File: config.mk
export PLATFORM = sky130hd
export DESIGN_NAME = ltsm_sb_handshake_flat
export DESIGN_NICKNAME = d
export VERILOG_FILES = /design/src/rtl/ltsm_sb_handshake_pkg.sv /design/src/rtl/ltsm_sb_handshake_if.sv /design/src/rtl/ltsm_sb_handshake_timeout_counter.sv /design/src/rtl/ltsm_sb_handshake.sv /design/src/flat_wrapper.sv
export SDC_FILE = /design/constraint.sdc
export NUM_CORES = 1
export LEC_CHECK = 0
export BUFFER_PORTS_ARGS = -buffer_cell sky130_fd_sc_hd__buf_2
export CAP_MARGIN = 40
export CORE_UTILIZATION = 57
export DETAILED_ROUTE_END_ITERATION = 10
export PLACE_DENSITY = 0.91
export SETUP_SLACK_MARGIN = 0.1
export SYNTH_ARGS = -nofsm -noshare
export SYNTH_HDL_FRONTEND = slang
export SYNTH_SLANG_ARGS = --single-unit
File: constraint.sdc
create_clock -name i_clk -period 5.8 [get_ports i_clk]
set_input_delay 1.16 -clock i_clk [delete_from_list [all_inputs] [get_ports i_clk]]
set_output_delay 1.16 -clock i_clk [all_outputs]
set_load 0.01 [all_outputs]
File: src/rtl/ltsm_sb_handshake_pkg.sv
// Shared LTSM sideband types: handshake state encoding, flag bundle and
// the default SBINIT message codes.
package ltsm_sb_pkg;

   localparam int SB_MSG_WIDTH_DEFAULT = 4;

   localparam logic [SB_MSG_WIDTH_DEFAULT-1:0] SBINIT_OUT_OF_RESET = 4'd1;
   localparam logic [SB_MSG_WIDTH_DEFAULT-1:0] SBINIT_DONE_REQ     = 4'd2;
   localparam logic [SB_MSG_WIDTH_DEFAULT-1:0] SBINIT_DONE_RESP    = 4'd3;

   typedef enum logic [2:0] {
      HS_IDLE    = 3'd0,
      HS_ACTIVE  = 3'd1,
      HS_GUARD   = 3'd2,
      HS_DONE    = 3'd3,
      HS_TIMEOUT = 3'd4
   } ltsm_hs_state_e;

   typedef struct packed {
      logic req_sent;
      logic resp_sent;
      logic p_req;
      logic p_resp;
   } hs_flags_t;

   // States in which the exchange is still running and time is being charged.
   function automatic logic hs_in_progress(input ltsm_hs_state_e st);
      return (st == HS_ACTIVE) || (st == HS_GUARD);
   endfunction

endpackage

File: src/rtl/ltsm_sb_handshake_if.sv
// Controller/codec-facing signals of the sideband handshake engine.
// Handshake: o_valid and i_msg_valid are single-cycle strobes with no back-pressure;
// i_SB_Busy=1 forbids starting a new send, and a code is only meaningful while its strobe is 1.
interface ltsm_sb_handshake_if #(
   parameter int SB_MSG_WIDTH = 4
);
   import ltsm_sb_pkg::*;

   logic                    i_en;
   logic [SB_MSG_WIDTH-1:0] i_req_code;
   logic [SB_MSG_WIDTH-1:0] i_resp_code;
   logic                    i_SB_Busy;
   logic [SB_MSG_WIDTH-1:0] i_decoded_SB_msg;
   logic                    i_msg_valid;
   logic [SB_MSG_WIDTH-1:0] o_encoded_SB_msg;
   logic                    o_valid;
   logic                    o_done;
   logic                    o_timeout;
   ltsm_hs_state_e          dbg_state;

   modport master (
      output i_en, i_req_code, i_resp_code, i_SB_Busy, i_decoded_SB_msg, i_msg_valid,
      input  o_encoded_SB_msg, o_valid, o_done, o_timeout, dbg_state
   );

   modport slave (
      input  i_en, i_req_code, i_resp_code, i_SB_Busy, i_decoded_SB_msg, i_msg_valid,
      output o_encoded_SB_msg, o_valid, o_done, o_timeout, dbg_state
   );

endinterface

File: src/rtl/ltsm_sb_handshake_timeout_counter.sv
// Saturating cycle counter shared by LTSM states; expired holds once the
// count reaches TIMEOUT_CYCLES-1 until cleared.
module ltsm_timeout_counter #(
   parameter int TIMEOUT_CYCLES = 1000
) (
   input  logic i_clk,
   input  logic i_rst_n,
   input  logic i_clr,
   input  logic i_en,
   output logic o_expired
);

   localparam int CW = (TIMEOUT_CYCLES > 1) ? $clog2(TIMEOUT_CYCLES) : 1;
   localparam logic [CW-1:0] LAST = CW'(TIMEOUT_CYCLES - 1);

   logic [CW-1:0] cnt_q;
   logic [CW-1:0] cnt_d;

   always_comb begin
      cnt_d = cnt_q;
      if (i_clr) begin
         cnt_d = '0;
      end else if (i_en && (cnt_q != LAST)) begin
         cnt_d = cnt_q + 1'b1;
      end
   end

   always_ff @(posedge i_clk) begin
      if (!i_rst_n) begin
         cnt_q <= '0;
      end else begin
         cnt_q <= cnt_d;
      end
   end

   assign o_expired = (cnt_q == LAST);

endmodule

File: src/rtl/ltsm_sb_handshake.sv
// Sideband done-req/done-resp exchange engine: sends the local request, answers
// the partner request (response first), and reports done or timeout.
module ltsm_sb_handshake
   import ltsm_sb_pkg::*;
#(
   parameter int SB_MSG_WIDTH   = 4,
   parameter int TIMEOUT_CYCLES = 1000,
   parameter int GUARD_CYCLES   = 2
) (
   input logic           i_clk,
   input logic           i_rst_n,
   ltsm_sb_handshake_if.slave sb
);

   localparam int GW = $clog2(GUARD_CYCLES + 1);
   localparam logic [GW-1:0] GUARD_LAST = GW'(GUARD_CYCLES - 1);

   ltsm_hs_state_e state_q, state_d;
   hs_flags_t      flags_q, flags_d;
   logic [GW-1:0]  guard_cnt_q, guard_cnt_d;

   logic                    o_valid_q, o_valid_d;
   logic [SB_MSG_WIDTH-1:0] o_code_q, o_code_d;
   logic                    o_done_q, o_timeout_q;

   logic send_req, send_resp, send_any;
   logic rx_req, rx_resp;
   logic hs_complete, guard_done, to_expired;

   ltsm_timeout_counter #(
      .TIMEOUT_CYCLES (TIMEOUT_CYCLES)
   ) u_timeout (
      .i_clk     (i_clk),
      .i_rst_n   (i_rst_n),
      .i_clr     ((state_q == HS_IDLE) || !sb.i_en),
      .i_en      (hs_in_progress(state_q)),
      .o_expired (to_expired)
   );

   // Completion looks at registered flags, so done follows the last flag update by one edge.
   assign hs_complete = flags_q.req_sent && flags_q.resp_sent && flags_q.p_resp;
   assign guard_done  = (guard_cnt_q == GUARD_LAST);
   assign send_any    = send_req || send_resp;

   assign rx_req  = (state_q != HS_IDLE) && sb.i_msg_valid &&
                    (sb.i_decoded_SB_msg == sb.i_req_code);
   assign rx_resp = (state_q != HS_IDLE) && sb.i_msg_valid &&
                    (sb.i_decoded_SB_msg == sb.i_resp_code);

   // State register.
   always_ff @(posedge i_clk) begin
      if (!i_rst_n) begin
         state_q <= HS_IDLE;
      end else begin
         state_q <= state_d;
      end
   end

   // Next-state logic; done beats timeout, timeout beats a pending send.
   always_comb begin
      state_d = state_q;
      if (!sb.i_en) begin
         state_d = HS_IDLE;
      end else begin
         unique case (state_q)
            HS_IDLE: state_d = HS_ACTIVE;
            HS_ACTIVE: begin
               if (hs_complete)     state_d = HS_DONE;
               else if (to_expired) state_d = HS_TIMEOUT;
               else if (send_any)   state_d = HS_GUARD;
            end
            HS_GUARD: begin
               if (hs_complete)                      state_d = HS_DONE;
               else if (to_expired)                  state_d = HS_TIMEOUT;
               else if (guard_done && !sb.i_SB_Busy) state_d = HS_ACTIVE;
            end
            HS_DONE:    state_d = HS_DONE;
            HS_TIMEOUT: state_d = HS_TIMEOUT;
            default:    state_d = HS_IDLE;
         endcase
      end
   end

   // Output logic: send selection and the transmit code.
   always_comb begin
      send_req  = 1'b0;
      send_resp = 1'b0;
      o_valid_d = 1'b0;
      o_code_d  = '0;
      if ((state_q == HS_ACTIVE) && sb.i_en && !hs_complete && !to_expired &&
          !sb.i_SB_Busy) begin
         if (flags_q.p_req && !flags_q.resp_sent) begin
            send_resp = 1'b1;
         end else if (!flags_q.req_sent) begin
            send_req = 1'b1;
         end
      end
      if (send_resp) begin
         o_valid_d = 1'b1;
         o_code_d  = sb.i_resp_code;
      end else if (send_req) begin
         o_valid_d = 1'b1;
         o_code_d  = sb.i_req_code;
      end
   end

   always_comb begin
      flags_d = flags_q;
      if ((state_q == HS_IDLE) || !sb.i_en) begin
         flags_d = '0;
      end else begin
         if (send_req)  flags_d.req_sent  = 1'b1;
         if (send_resp) flags_d.resp_sent = 1'b1;
         if (rx_req)    flags_d.p_req     = 1'b1;
         if (rx_resp)   flags_d.p_resp    = 1'b1;
      end
   end

   always_comb begin
      guard_cnt_d = guard_cnt_q;
      if ((state_q == HS_IDLE) || send_any) begin
         guard_cnt_d = '0;
      end else if ((state_q == HS_GUARD) && !guard_done) begin
         guard_cnt_d = guard_cnt_q + 1'b1;
      end
   end

   always_ff @(posedge i_clk) begin
      if (!i_rst_n) begin
         flags_q     <= '0;
         guard_cnt_q <= '0;
         o_valid_q   <= 1'b0;
         o_code_q    <= '0;
         o_done_q    <= 1'b0;
         o_timeout_q <= 1'b0;
      end else begin
         flags_q     <= flags_d;
         guard_cnt_q <= guard_cnt_d;
         o_valid_q   <= o_valid_d;
         o_code_q    <= o_code_d;
         o_done_q    <= (state_d == HS_DONE);
         o_timeout_q <= (state_d == HS_TIMEOUT);
      end
   end

   assign sb.o_valid          = o_valid_q;
   assign sb.o_encoded_SB_msg = o_code_q;
   assign sb.o_done           = o_done_q;
   assign sb.o_timeout        = o_timeout_q;
   assign sb.dbg_state        = state_q;

endmodule
File: src/flat_wrapper.sv
// flat-port wrapper written by rule: the top's interface ports become plain ports
module ltsm_sb_handshake_flat import ltsm_sb_pkg::*;
#(
   parameter int SB_MSG_WIDTH   = 4,
   parameter int TIMEOUT_CYCLES = 1000,
   parameter int GUARD_CYCLES   = 2
)
  (i_clk, i_rst_n, sb_i_en, sb_i_req_code, sb_i_resp_code, sb_i_SB_Busy, sb_i_decoded_SB_msg, sb_i_msg_valid, sb_o_encoded_SB_msg, sb_o_valid, sb_o_done, sb_o_timeout, sb_dbg_state);
  ltsm_sb_handshake_if #(.SB_MSG_WIDTH(SB_MSG_WIDTH)) sb_i ();
  input logic i_clk;
  input logic i_rst_n;
  input wire logic [$bits(sb_i.i_en)-1:0] sb_i_en;
  input wire logic [$bits(sb_i.i_req_code)-1:0] sb_i_req_code;
  input wire logic [$bits(sb_i.i_resp_code)-1:0] sb_i_resp_code;
  input wire logic [$bits(sb_i.i_SB_Busy)-1:0] sb_i_SB_Busy;
  input wire logic [$bits(sb_i.i_decoded_SB_msg)-1:0] sb_i_decoded_SB_msg;
  input wire logic [$bits(sb_i.i_msg_valid)-1:0] sb_i_msg_valid;
  output wire logic [$bits(sb_i.o_encoded_SB_msg)-1:0] sb_o_encoded_SB_msg;
  output wire logic [$bits(sb_i.o_valid)-1:0] sb_o_valid;
  output wire logic [$bits(sb_i.o_done)-1:0] sb_o_done;
  output wire logic [$bits(sb_i.o_timeout)-1:0] sb_o_timeout;
  output wire logic [$bits(sb_i.dbg_state)-1:0] sb_dbg_state;
  assign sb_i.i_en = sb_i_en;
  assign sb_i.i_req_code = sb_i_req_code;
  assign sb_i.i_resp_code = sb_i_resp_code;
  assign sb_i.i_SB_Busy = sb_i_SB_Busy;
  assign sb_i.i_decoded_SB_msg = sb_i_decoded_SB_msg;
  assign sb_i.i_msg_valid = sb_i_msg_valid;
  assign sb_o_encoded_SB_msg = sb_i.o_encoded_SB_msg;
  assign sb_o_valid = sb_i.o_valid;
  assign sb_o_done = sb_i.o_done;
  assign sb_o_timeout = sb_i.o_timeout;
  assign sb_dbg_state = sb_i.dbg_state;
  ltsm_sb_handshake #(.SB_MSG_WIDTH(SB_MSG_WIDTH), .TIMEOUT_CYCLES(TIMEOUT_CYCLES), .GUARD_CYCLES(GUARD_CYCLES)) u_core (.i_clk(i_clk), .i_rst_n(i_rst_n), .sb(sb_i));
endmodule
# Yosys cells after proc, flatten, opt, wreduce, memory -nomap -nowiden
# Index checks and enable logic that the tools add are counted.
classes:
  n_addsub: 2
  n_eq_ne: 11
  muxes: 17
  bitwise: 1
  n_reduce_logical: 27
op_table:
  columns: ["operator", "count"]
  rows:
  - ["3-bit 2-to-1 mux", 7]
  - ["3-bit case mux with 5 select lines", 1]
  - ["1-bit logical AND", 13]
  - ["10-bit by 1-bit adder with 10-bit output, second input constant", 1]
  - ["10-bit equality test, second input constant", 1]
  - ["10-bit != test, second input constant", 1]
  - ["3-bit by 2-bit equality test with 1-bit output, second input constant", 3]
  - ["4-bit equality test", 2]
  - ["4-bit 2-to-1 mux", 2]
  - ["1-bit 2-to-1 mux", 7]
  - ["3-bit equality test, second input constant", 2]
  - ["1-bit zero test", 6]
  - ["1-bit logical OR", 4]
  - ["2-bit OR reduction", 2]
  - ["3-bit by 1-bit equality test with 1-bit output, second input constant", 1]
  - ["3-bit zero test", 1]
  - ["3-bit nonzero test", 1]
  - ["2-bit by 1-bit adder with 2-bit output, second input constant", 1]
  - ["2-bit by 1-bit equality test with 1-bit output, second input constant", 1]
  - ["1-bit inverter", 1]
word_totals:
  regBits: 26
  wordCells: 69

# Depth between registers and ports, before layout
depth:
  depth_word: 14
  mapped_depth: 6

# Hierarchy
# A second synthesis with hierarchy kept.
unflattened:
  cells_unflattened: 160
  hier_area_um2: 1377.6
modules_own_cells:
  columns: ["module", "instances", "cells_per_inst", "area_per_inst_um2", "seq_area_each_um2"]
  rows:
  - ["ltsm_sb_handshake", 1, 95, 828.3, 320.3]
  - ["ltsm_timeout_counter", 1, 65, 549.3, 200.2]

# Worst setup path after synthesis
# OpenSTA, ideal clock, no wires.
synth_timing:
  kind: "input-to-reg"
  start: "input sb_i_en"
  end: "register u_core.guard_cnt_q[1]"
  setup_ns: 0.114
  arrival_time_ns: 1.939
  required_time_ns: 5.686
  path_slack_ns: 3.747
  cell_stages: 4
  path_cell_list: "nor2b_1 and2_1 and3_2 a2111oi_0"
synth_via:
  elab_chain_cells: 8
  elab_cells_between_ends: 9
  cone_classes: "mux (2); reduce/logical (7)"
synth_lines:
  columns: ["element", "line_no", "text"]
  rows:
  - ["start: declaration", "flat_wrapper.sv:12", "input wire logic [$bits(sb_i.i_en)-1:0] sb_i_en;"]
  - ["1-bit logical AND (*) (4 in a row)", "ltsm_sb_handshake.sv:90", "if ((state_q == HS_ACTIVE) && sb.i_en && !hs_complete && !to_expired &&"]
  - ["1-bit 2-to-1 mux", "ltsm_sb_handshake.sv:90", null]
  - ["1-bit logical OR (*)", "ltsm_sb_handshake.sv:43", "assign send_any = send_req || send_resp;"]
  - ["1-bit logical OR (*)", "ltsm_sb_handshake.sv:121", "if ((state_q == HS_IDLE) || send_any) begin"]
  - ["2-bit OR reduction (no line) (*)", null, null]
  - ["end signal: assignment", "ltsm_sb_handshake.sv:138", "guard_cnt_q <= guard_cnt_d;"]
  - ["end: declaration", "ltsm_sb_handshake.sv:20", "logic [GW-1:0] guard_cnt_q, guard_cnt_d;"]
# Every way passes the cells marked *; elsewhere a longest branch is shown, timed or not.
# A chain may end at the register's enable or synchronous reset.

# Final worst setup path
layout_timing:
  start: "register u_core.state_q[2], in the netlist u_core.sb.dbg_state[2]"
  end: "output sb_dbg_state[2]"
layout_rtl:
  columns: ["element", "line_no", "text"]
  rows:
  - ["start: declaration", "ltsm_sb_handshake.sv:18", "ltsm_hs_state_e state_q, state_d;"]
  - ["start signal: assignment", "ltsm_sb_handshake.sv:55", "state_q <= state_d;"]
  - ["end: declaration", "flat_wrapper.sv:22", "output wire logic [$bits(sb_i.dbg_state)-1:0] sb_dbg_state;"]
# No word-level cell between the ends.

==> results by stage <==
Clocking:
- For this design, the CTS-stage hold fixing added 0 buffers.
- The TritonCTS clock tree is done.
- In this run the number of H-tree levels came out at 1.
- Once the clock tree was built, the resizer swapped 0 gates to a different size.
- The maximum clock insertion buffer count is 2.
- The clock net in this run drives a total of 26 sinks.
- The source-to-sink clock delay at the later pin of the worst-skew pair is around 320 ps.
- Clock-pin slew was measured on the worst setup and hold paths at around 130 ps.
- The post-CTS repair timing setup buffer count is 0.
- In this run the clock root is driven by a sky130_fd_sc_hd__clkbuf_4.
- The number of buffers created by CTS is 3.

Worst setup path:
- STA classifies the critical path endpoint as an output pin.
- The start point of the critical path is u_core.sb.dbg_state[2].
- The cell family contributing the most delay on the critical path is flip-flops.
- The category of the worst setup path launch point is a flop.
- The startpoint of the worst register-to-register path is u_core.sb.dbg_state[0].
- The required time of the worst setup path is roughly 4600 ps.
- The critical path goes through buf_2.
- The highest fanout seen on the critical path is 17.
- The class of the most critical setup path is reg -> out.
- The buffers plus inverters on the worst setup path is 1.
- For the worst setup path, the data arrival time is approximately 1200 ps.
- On the worst path, the slowest cell contributes a delay of 680 ps.
- The slowest cell on the critical path is sky130_fd_sc_hd__dfxtp_1.

Power:
- The overall power of the completed layout is 0.304 mW.
- In this run the static leakage power is 0.551 nW.
- Dividing total power by cell area gives a power density of between 200 and 250 nW/um^2.
- The worst-case IR drop observed on VDD is approximately 0.12 mV.

Drt:
- The first-pass detailed-route iteration total is 4.
- Detailed routing inserted a total of between 1000 and 1500 vias.
- The met2 wire length is 1.44 mm.
- The wire length per cell after detailed routing is 13.6 um.
- After detailed routing, the number of vias per cell comes to about 6.1.
- The highest routed metal layer is met4.
- For this block, the initial DRC count from the detailed router was 53.
- The post-detailed-route DRC marker count is 0.
- The count of nets left with antenna violations after detail routing is 0.
- The wire length on met3 is 108 um.
- For this block, wires on met1 add up to between 1 and 1.5 mm.
- Summed over all layers, the routed wires come to between 2 and 3 mm.

Synthesis:
- Of all cell types, the one taking the most synthesized area is sky130_fd_sc_hd__dfxtp_1.
- The sequential fraction of the synthesis area is between 30% and 40%.
- During synthesis, Yosys emitted a total of 0 warnings.
- In this run the mean area of a mapped cell was slightly below 9 um^2.
- The synthesized design contains 26 register bits.
- The area of the mapped netlist is roughly 1300 um^2.
- The cell count after synthesis is approximately 160.
- The dominant register cell in the synthesized netlist is sky130_fd_sc_hd__dfxtp_1.
- The synthesized design contains 0 enable-type register cells.
- The distinct cell type count after synthesis is between 40 and 50.
- The share of Yosys cell area claimed by the top area cell type is roughly 39%.
- When the netlist entered floorplanning its net count stood at 174.
- Of all flip-flops after synthesis, the portion carrying an async set or reset was 0%.
- The library cell with the highest instance count after synthesis is sky130_fd_sc_hd__dfxtp_1.
- Ranked by instance count, the synthesized netlist is headed by sky130_fd_sc_hd__dfxtp_1, sky130_fd_sc_hd__nor2_1, sky130_fd_sc_hd__a21oi_1.
- After synthesis, the cell types taking the most area are sky130_fd_sc_hd__dfxtp_1, sky130_fd_sc_hd__xor2_1, sky130_fd_sc_hd__a21oi_1, sky130_fd_sc_hd__nor2_1, sky130_fd_sc_hd__nor3b_1.

Timing:
- Setup repair after global routing left no endpoint under its margin.
- The measured slew at the worst slew-check pin is 849 ps.
- Setup violations remaining at the end of the flow were counted as 0.
- The final total negative setup slack is 0 ps.
- The worst hold slack after final layout is about 520 ps.
- Derived from the worst setup path, the maximum achievable clock frequency is roughly 0.42 GHz.
- The worst max-slew margin expressed relative to the limit is between 40% and 50%.
- The worst clock skew is ~3.5 ps.
- The hold violation total from the final report is 0.
- Across all setup checks in the final design, the least slack found is 3400 ps.
- The worst path uses between 40% and 50% of the clock period.
- The post-layout minimum cycle time is ~2400 ps.
- The max-slew violation total from the final report was 0.

Floorplan:
- 27 I/O pins were placed.
- The die boundary width is approximately 51 um.
- The floorplan step defined a core boundary enclosing about 2200 um^2.
- The die covers 2560 um^2.
- The initial cell density of the core is 60.9%.
- The floorplan row count is 17.
- From bottom edge to top edge, the die measures 50.6 um.

Min path:
- The worst hold path begins at u_core.u_timeout.cnt_q[1].
- The path class of the tightest hold or removal check is reg -> reg.

Run status:
- The flow ran to the end, and the final reports show no timing, DRC or antenna violations.

Final layout:
- The filler cell count in the final layout is 200.
- Across the whole layout, storage elements account for around 520 um^2.
- Compared with the post-synthesis result, the final layout area differs by 12.5%.
- The number of nets in the finished design is approximately 200.
- The multi-input combinational cells in the finished layout cover a total of approximately 780 um^2.
- The number of antenna diodes in the final layout is 0.
- The post-route netlist has 21.9% of its cells at a drive strength greater than 1.

Global routing:
- The residual overflow from global routing is 0.
- The number of global-route vias before repair was 1189.
- The pin count of the biggest net entering global routing is 18.
- The global-route usage over all layers is a little under a quarter.
- The first global-routing pass estimated 4.66 mm of wire.
- The number of antenna violations at the first check in global routing was 0.

Run:
- Max-cap violations in this run came to 0.

Place:
- The last weighted congestion value of the routability-driven placer is about 0.85.
- Port buffering added 26 buffers.
- The HPWL after detailed placement is ~2.1 mm.
- The post-placement setup slack is 3470 ps.
[layer usage]
layer / vias to the layer above / track usage, %
li1: 612 / -
met2: 41 / 43.3
met4: 0 / 11.6
met3: 12 / 3.94
met5: - / 0
met1: 594 / 26.2
[report_power, final]
| part | switching [mW] | total [mW] | internal (mW) |
|---|---|---|---|
| Sequential | 0.00276 | 0.183 | 0.180 |
| Clock | 0.0518 | 0.0902 | 0.0384 |
| Combinational | 0.0162 | 0.0305 | 0.0144 |
[sequential cells by signal, summed over array words and instances (netlist names)]
register                    flops
u_core.u_timeout.cnt_q         10
u_core.flags_q                  4
u_core.sb.o_encoded_SB_msg      4
u_core.sb.dbg_state             3
u_core.guard_cnt_q              2
u_core.sb.o_done                1
u_core.sb.o_timeout             1
u_core.sb.o_valid               1
[cells by family (layout without fill, tap and decap cells)]
| group | after synthesis | in the layout | share of synthesized area (%) |
|---|---|---|---|
| XOR/XNOR | 14 | 14 | 9.67 |
| buffers and inverters | 10 | 33 | 3.62 |
| AO/OA/AOI/OAI | 34 | 34 | 15.7 |
| AND/OR/NAND/NOR | 68 | 68 | 29.7 |
| adder cells (fa/ha/maj) | 3 | 3 | 2.60 |
| flip-flops | 26 | 26 | 38.7 |
[per-stage QoR]
stage / utilization, % / instances / instance area (um^2)
after global placement: 66.8 / 202 / 1480
after detailed placement: 66.8 / 202 / 1480
after global routing: 68.4 / 206 / 1510
after CTS: 68.4 / 206 / 1510
after floorplan: - / 155 / 1350
final: 68.4 / 206 / 1510
[final timing paths]
kind,to,slack [ps],cells after the start
setup / recovery,sb_dbg_state[2],3400,1
hold / removal,u_core.u_timeout.cnt_q[1],520,2
setup reg to reg,u_core.u_timeout.cnt_q[9],3720,4
hold reg to reg,u_core.u_timeout.cnt_q[1],520,2
[cell usage in the layout, fill, tap and decap left out, drive strengths merged, types with 2 or more instances in the layout]
cell / n
nor3b: 8
and2: 2
clkbuf: 4
nor2: 16
o31ai: 3
o21ai: 5
a31oi: 6
nand2b: 2
nand3: 5
inv: 2
nor4: 3
nand2: 7
a21oi: 12
a211oi: 2
nand4: 3
xor2: 7
and3: 2
nor2b: 4
xnor2: 7
nor3: 3
or3: 3
dfxtp: 26
nor4b: 2
buf: 27
ha: 2
a2111oi: 2
or4: 5
[layout make-up]
class	instances	area share (%)
clock buffers	4	2.40
well taps	28	2.31
inverters	2	0.496
multi-input cells	119	51.3
repair buffers	27	9.09
flip-flops and latches	26	34.4
Power figures use the tool's default switching activity.
